==> config.mk <==
export PLATFORM = sky130hd
export DESIGN_NAME = uart_echo_top
export DESIGN_NICKNAME = d
export VERILOG_FILES = /design/src/rtl/uart_echo_top.sv
export SDC_FILE = /design/constraint.sdc
export NUM_CORES = 1
export LEC_CHECK = 0
export CAP_MARGIN = 30
export CORE_UTILIZATION = 50
export DETAILED_ROUTE_END_ITERATION = 8
export HOLD_SLACK_MARGIN = 0.1
export PLACE_DENSITY = 0.75
export SLEW_MARGIN = 20
export SYNTH_ARGS = -nofsm -noshare
export SYNTH_HDL_FRONTEND = slang
export SYNTH_SLANG_ARGS = --single-unit
==> constraint.sdc <==
create_clock -name clk -period 1.8 [get_ports clk]
set_input_delay 0.36 -clock clk [delete_from_list [all_inputs] [get_ports clk]]
set_output_delay 0.36 -clock clk [all_outputs]
set_load 0.01 [all_outputs]
==> src/rtl/uart_echo_top.sv <==
// uart_echo_top: 8N1 UART receiver and echo transmitter sharing one clock.
// A 2-flop synchronizer feeds the RX FSM. Each good byte is shown on
// Rx_data and written to a one-byte holding buffer. The TX FSM drains that
// buffer back out on RsTx at the same baud rate.
module uart_echo_top #(
    parameter int CLKS_PER_BIT = 32,
    parameter int DATA_BITS    = 8
) (
    input  logic                 clk,
    input  logic                 rst,
    input  logic                 RsRx,
    output logic [DATA_BITS-1:0] Rx_data,
    output logic                 RsTx
);

    localparam int CNT_W = $clog2(CLKS_PER_BIT);
    localparam int BIT_W = $clog2(DATA_BITS);

    localparam logic [CNT_W-1:0] CNT_HALF = CNT_W'(CLKS_PER_BIT / 2 - 1);
    localparam logic [CNT_W-1:0] CNT_LAST = CNT_W'(CLKS_PER_BIT - 1);
    localparam logic [CNT_W-1:0] CNT_ONE  = CNT_W'(1);
    localparam logic [BIT_W-1:0] BIT_LAST = BIT_W'(DATA_BITS - 1);
    localparam logic [BIT_W-1:0] BIT_ONE  = BIT_W'(1);

    typedef enum logic [2:0] {
        RX_IDLE  = 3'd0,
        RX_START = 3'd1,
        RX_DATA  = 3'd2,
        RX_STOP  = 3'd3,
        RX_WAIT  = 3'd4
    } rx_state_e;

    typedef enum logic [1:0] {
        TX_IDLE  = 2'd0,
        TX_START = 2'd1,
        TX_DATA  = 2'd2,
        TX_STOP  = 2'd3
    } tx_state_e;

    // Input synchronizer (preset high so reset looks like an idle line)
    logic sync_meta_q;
    logic sync_q;

    // RX FSM and datapath
    rx_state_e            rx_state_q, rx_state_d;
    logic [CNT_W-1:0]     rx_cnt_q, rx_cnt_d;
    logic [BIT_W-1:0]     rx_bit_q, rx_bit_d;
    logic [DATA_BITS-1:0] rx_shift_q, rx_shift_d;
    logic                 rx_done_q, rx_done_d;
    logic [DATA_BITS-1:0] rx_data_q;

    // Holding buffer.
    // Write/clear protocol: rx_done_q acts as a write strobe that is always
    // accepted (newest byte overwrites an unread one); tx_load acts as the
    // read strobe and is only raised while buf_full_q is set. If both land
    // on the same edge, the write wins and the buffer stays full.
    logic [DATA_BITS-1:0] buf_data_q;
    logic                 buf_full_q;

    // TX FSM and datapath
    tx_state_e            tx_state_q, tx_state_d;
    logic [CNT_W-1:0]     tx_cnt_q, tx_cnt_d;
    logic [BIT_W-1:0]     tx_bit_q, tx_bit_d;
    logic [DATA_BITS-1:0] tx_shift_q, tx_shift_d;
    logic                 tx_line_q, tx_line_d;
    logic                 tx_load;

    assign Rx_data = rx_data_q;
    assign RsTx    = tx_line_q;

    // Two-flop synchronizer on the asynchronous serial input
    always_ff @(posedge clk) begin
        if (!rst) begin
            sync_meta_q <= 1'b1;
            sync_q      <= 1'b1;
        end else begin
            sync_meta_q <= RsRx;
            sync_q      <= sync_meta_q;
        end
    end

    // RX state register
    always_ff @(posedge clk) begin
        if (!rst) rx_state_q <= RX_IDLE;
        else      rx_state_q <= rx_state_d;
    end

    // RX next-state logic
    always_comb begin
        rx_state_d = rx_state_q;
        case (rx_state_q)
            RX_IDLE:  if (!sync_q) rx_state_d = RX_START;
            RX_START: if (rx_cnt_q == CNT_HALF) rx_state_d = sync_q ? RX_IDLE : RX_DATA;
            RX_DATA:  if (rx_cnt_q == CNT_LAST && rx_bit_q == BIT_LAST) rx_state_d = RX_STOP;
            RX_STOP:  if (rx_cnt_q == CNT_LAST) rx_state_d = sync_q ? RX_IDLE : RX_WAIT;
            RX_WAIT:  if (sync_q) rx_state_d = RX_IDLE;
            default:  rx_state_d = RX_IDLE;
        endcase
    end

    // RX outputs: mid-bit counters, LSB-first shift and the done strobe
    always_comb begin
        rx_cnt_d   = rx_cnt_q + CNT_ONE;
        rx_bit_d   = rx_bit_q;
        rx_shift_d = rx_shift_q;
        rx_done_d  = 1'b0;
        case (rx_state_q)
            RX_IDLE: begin
                rx_cnt_d = '0;
                rx_bit_d = '0;
            end
            RX_START: begin
                if (rx_cnt_q == CNT_HALF) rx_cnt_d = '0;
            end
            RX_DATA: begin
                if (rx_cnt_q == CNT_LAST) begin
                    rx_cnt_d   = '0;
                    rx_bit_d   = rx_bit_q + BIT_ONE;
                    rx_shift_d = {sync_q, rx_shift_q[DATA_BITS-1:1]};
                end
            end
            RX_STOP: begin
                if (rx_cnt_q == CNT_LAST) begin
                    rx_cnt_d  = '0;
                    rx_done_d = sync_q;
                end
            end
            default: rx_cnt_d = '0;
        endcase
    end

    // RX datapath registers; reset discards any partial byte
    always_ff @(posedge clk) begin
        if (!rst) begin
            rx_cnt_q   <= '0;
            rx_bit_q   <= '0;
            rx_shift_q <= '0;
            rx_done_q  <= 1'b0;
        end else begin
            rx_cnt_q   <= rx_cnt_d;
            rx_bit_q   <= rx_bit_d;
            rx_shift_q <= rx_shift_d;
            rx_done_q  <= rx_done_d;
        end
    end

    // Received-byte register and holding buffer (write beats clear)
    always_ff @(posedge clk) begin
        if (!rst) begin
            rx_data_q  <= '0;
            buf_data_q <= '0;
            buf_full_q <= 1'b0;
        end else if (rx_done_q) begin
            rx_data_q  <= rx_shift_q;
            buf_data_q <= rx_shift_q;
            buf_full_q <= 1'b1;
        end else if (tx_load) begin
            buf_full_q <= 1'b0;
        end
    end

    // Leaving STOP straight into START keeps TX frame time equal to RX frame time
    assign tx_load = buf_full_q &&
                     ((tx_state_q == TX_IDLE) ||
                      (tx_state_q == TX_STOP && tx_cnt_q == CNT_LAST));

    // TX state register
    always_ff @(posedge clk) begin
        if (!rst) tx_state_q <= TX_IDLE;
        else      tx_state_q <= tx_state_d;
    end

    // TX next-state logic
    always_comb begin
        tx_state_d = tx_state_q;
        case (tx_state_q)
            TX_IDLE:  if (tx_load) tx_state_d = TX_START;
            TX_START: if (tx_cnt_q == CNT_LAST) tx_state_d = TX_DATA;
            TX_DATA:  if (tx_cnt_q == CNT_LAST && tx_bit_q == BIT_LAST) tx_state_d = TX_STOP;
            TX_STOP:  if (tx_cnt_q == CNT_LAST) tx_state_d = tx_load ? TX_START : TX_IDLE;
            default:  tx_state_d = TX_IDLE;
        endcase
    end

    // TX outputs: bit timing, shift register and the line level for each state
    always_comb begin
        tx_cnt_d   = tx_cnt_q + CNT_ONE;
        tx_bit_d   = tx_bit_q;
        tx_shift_d = tx_shift_q;
        tx_line_d  = 1'b1;
        case (tx_state_q)
            TX_IDLE: begin
                tx_cnt_d = '0;
                tx_bit_d = '0;
            end
            TX_START: begin
                tx_line_d = 1'b0;
                if (tx_cnt_q == CNT_LAST) tx_cnt_d = '0;
            end
            TX_DATA: begin
                tx_line_d = tx_shift_q[0];
                if (tx_cnt_q == CNT_LAST) begin
                    tx_cnt_d   = '0;
                    tx_bit_d   = tx_bit_q + BIT_ONE;
                    tx_shift_d = {1'b0, tx_shift_q[DATA_BITS-1:1]};
                end
            end
            TX_STOP: begin
                if (tx_cnt_q == CNT_LAST) begin
                    tx_cnt_d = '0;
                    tx_bit_d = '0;
                end
            end
            default: tx_cnt_d = '0;
        endcase
        if (tx_load) tx_shift_d = buf_data_q;
    end

    // TX datapath registers; RsTx comes straight from a flop
    always_ff @(posedge clk) begin
        if (!rst) begin
            tx_cnt_q   <= '0;
            tx_bit_q   <= '0;
            tx_shift_q <= '0;
            tx_line_q  <= 1'b1;
        end else begin
            tx_cnt_q   <= tx_cnt_d;
            tx_bit_q   <= tx_bit_d;
            tx_shift_q <= tx_shift_d;
            tx_line_q  <= tx_line_d;
        end
    end

endmodule

==> run_results.csv, run 1 <==
group,metric,value,unit
status,outcome,"finished clean",
timing,hold_ws,416,ps
global_routing,grt_pass1_wl,6.89,mm
finish,stdcell_count,306,
die,core_region_area,0.00435,sq mm
timing,setup_violations,0,
timing,skew,8.90,ps
cts,clk_pin_slew,90,ps
synth,netlist_top_cells_area,"dfxtp_1 44%, ha_1 8.3%, nand2_1 6.0%",
synth,synth_area,0.00226,sq mm
flow_run,drv_cap,0,
pwr,irDropWorstVdd,402,uV
finish,drive_above_1_share,10.2,%
finish,diodes,0,
global_routing,grt_start_max_net_pins,25,
cts,htree_levels,2,
synth,ys_seq_area_share,44.2,%
synth,synth_seq_cells,50,
synth,netlist_instances,242,
drt,ant_nets,0,
drt,wire_per_inst,12.9,um
critical_path,r2r_slack,100,ps
synth,synth_area_per_cell,9.35,sq um
placed_design,io_buffers,11,
placed_design,place_inst,297,
critical_path,crit_type,"flop to flop",
cts,cts_tree,"yes",
global_routing,antenna_found_initial,0,
drt,vias_per_cell,5.43,
die,pin_count,12,
global_routing,grtUsageTotal,17.6,%
hold_path,hold_class,"flop to flop",
drt,first_pass_iters,4,
drt,vias,1663,
critical_path,crit_fanout,8,
global_routing,grt_pass1_vias,1503,
finish,fin_nets,271,
cts,hold_buffers,0,
finish,areaGrowthSynthToFinish,12.3,%
die,die_y,69.3,um
timing,max_slew.worst_pin.slew,525,ps
synth,synthesis.nets,260,
placed_design,place_area,0.00240,sq mm
critical_path,critPathRequiredTime,2000,ps
pwr,power.leakage,1.03,nW
placed_design,dp_hpwl,2.72,mm
drt,drt_iter0_markers,54,
finish,mostFrequentLayoutCell,"dfxtp_1",
pwr,finalPower,2.26,mW
global_routing,overflow,0,
critical_path,arrival,1900,ps
die,initial_utilization,52.0,%
synth,synth_top_cell_by_area,"dfxtp_1",
placed_design,gp_congestion,0.769,
timing,max_clock_freq,590,MHz
synth,netlist.area_leader.share,44.2,%
critical_path,cp-end-kind,"flop",
finish,final_cell_mix,"50 x dfxtp_1, 36 x nand2_1, 22 x nand3_1, 13 x nor2_1, 13 x ha_1",
drt,drc,0,
cts,clk-insertion-delay-late,300,ps
die,die-area,0.00480,sq mm
synth,synth_cell_types,38,
cts,root_buffer,"clkbuf_8",
cts,numCtsBuffers,5,
finish,stdcell_area,0.00254,sq mm
drt,routed_wl,3.96,mm
synth,yosys_warnings,0,
die,rows,24,
cts,numClockSinks,50,
critical_path,start_kind,"flop",
die,die_x,69.3,um
timing,drv_slew,0,
timing,fin_crit_sh,94.2,%
timing,rsz0062_at_grt,"true",
timing,slew-limit-headroom,65.0,%
pwr,pwr_density_cell,888,mW/mm^2
timing,period_minus_slack,1700,ps
cts,clk_path_buf_depth,2,
timing,finalHoldViolCount,0,
==> flip-flops by register name, summed over array words and instances (netlist names), 2 cells and up <==
| name | cells |
|---|---|
| buf_data_q | 8 |
| tx_shift_q | 8 |
| tx_state_q | 2 |
| tx_bit_q | 3 |
| rx_shift_q | 8 |
| rx_state_q | 3 |
| rx_cnt_q | 5 |
| tx_cnt_q | 5 |
| rx_bit_q | 3 |
==> where the power goes <==
group	total, mW	internal (mW)	switching, mW
combinational	0.307	0.137	0.171
clock	0.785	0.413	0.372
sequential	1.16	1.13	0.0292
total	2.26	1.69	0.571
==> per-layer routing <==
metal	GRT usage [%]	wire, um	vias to the layer above
met3	4.80	84	6
met4	6.80	54	0
met2	28.5	1900	19
met5	0	0	-
li1	-	-	856
met1	22.4	1920	782
==> kinds of logic (layout without fill, tap and decap cells) <==
logic type,Yosys count,in the layout,share of synthesized area (%)
flip-flops,50,50,44.2
adder cells (fa/ha/maj),15,15,8.30
AND/OR/NAND/NOR,104,105,23.3
XOR/XNOR,4,4,1.55
AO/OA/AOI/OAI,39,39,12.9
buffers and inverters,19,30,4.26
multiplexers,11,11,5.48
==> synthesized netlist by cell type <==
| master | count |
|---|---|
| nand2_1 | 36 |
| mux4_2 | 1 |
| inv_1 | 7 |
| nor3b_1 | 2 |
| mux2_2 | 1 |
| nor4b_1 | 1 |
| o221ai_1 | 1 |
| nand3_1 | 22 |
| nand2b_1 | 4 |
| o21ai_0 | 6 |
| nand2b_4 | 1 |
| dfxtp_1 | 50 |
| nor4bb_1 | 1 |
| nand2_2 | 1 |
| nor3_1 | 2 |
| and2b_2 | 3 |
| nand3b_1 | 2 |
| o2111ai_1 | 1 |
| a21boi_1 | 10 |
| o211a_1 | 8 |
| xor2_1 | 2 |
| a21boi_0 | 5 |
| ha_1 | 15 |
| o31ai_1 | 1 |
| clkbuf_1 | 4 |
| buf_4 | 1 |
| buf_2 | 5 |
| mux2i_1 | 9 |
| a21o_1 | 1 |
| xnor2_1 | 2 |
| nor2_1 | 13 |
| and3_2 | 2 |
| and3_1 | 5 |
| nor2b_1 | 9 |
| a21oi_1 | 4 |
| buf_6 | 2 |
| o21bai_1 | 1 |
| a21oi_2 | 1 |
==> worst max-delay path, stage by stage, from the launching register on <==
cell	delay, ps
dfxtp_1	330
ha_1	230
and3_1	190
ha_2	220
a21oi_2	200
nand2b_4	210
nand3_1	80
o211a_1	130
==> what timing repair did <==
item,4_1_cts,5_1_grt
pin swaps,0,1
setup endpoints to repair,1,21
gates resized for setup,1,3
gates cloned,0,1
setup buffers,0,0
==> path summary, 6_finish.rpt <==
kind | cells after the start | end | start
setup / recovery | 7 | tx_shift_q[2] | tx_cnt_q[0]
hold / removal | 1 | sync_q | sync_meta_q
setup reg to reg | 7 | tx_shift_q[2] | tx_cnt_q[0]
hold reg to reg | 1 | sync_q | sync_meta_q
==> area by class of cell <==
cell class                      count  area (sq um)
Inverter                            7          26.3
Timing Repair Buffer               15           140
Clock buffer                        5          68.8
Sequential cell                    50          1000
Clock inverter                      3          45.0
Multi-Input combinational cell    174          1190
Tap cell                           52          65.1
Fill cell                         406          1810
==> per-stage QoR <==
stage / setup TNS [ps] / worst slack (ps) / util [%]
after floorplan: 0 / 148 / -
after global placement: 0 / 63.6 / 55.1
after detailed placement: 0 / 22.4 / 55.1
after CTS: 0 / 8.07 / 57.7
after global routing: -3.25 / -3.25 / 58.4
final: 0 / 104 / 58.4
Power figures use the tool's default switching activity.
==> run 2, diff against run 1 <==
--- a/config.mk
+++ b/config.mk
@@ -14,3 +14,4 @@
 export SYNTH_ARGS = -nofsm -noshare
 export SYNTH_HDL_FRONTEND = slang
 export SYNTH_SLANG_ARGS = --single-unit
+export TNS_END_PERCENT = 1
==> results of run 2 <==
Final layout, timing and power as in run 1 (identical DEF).
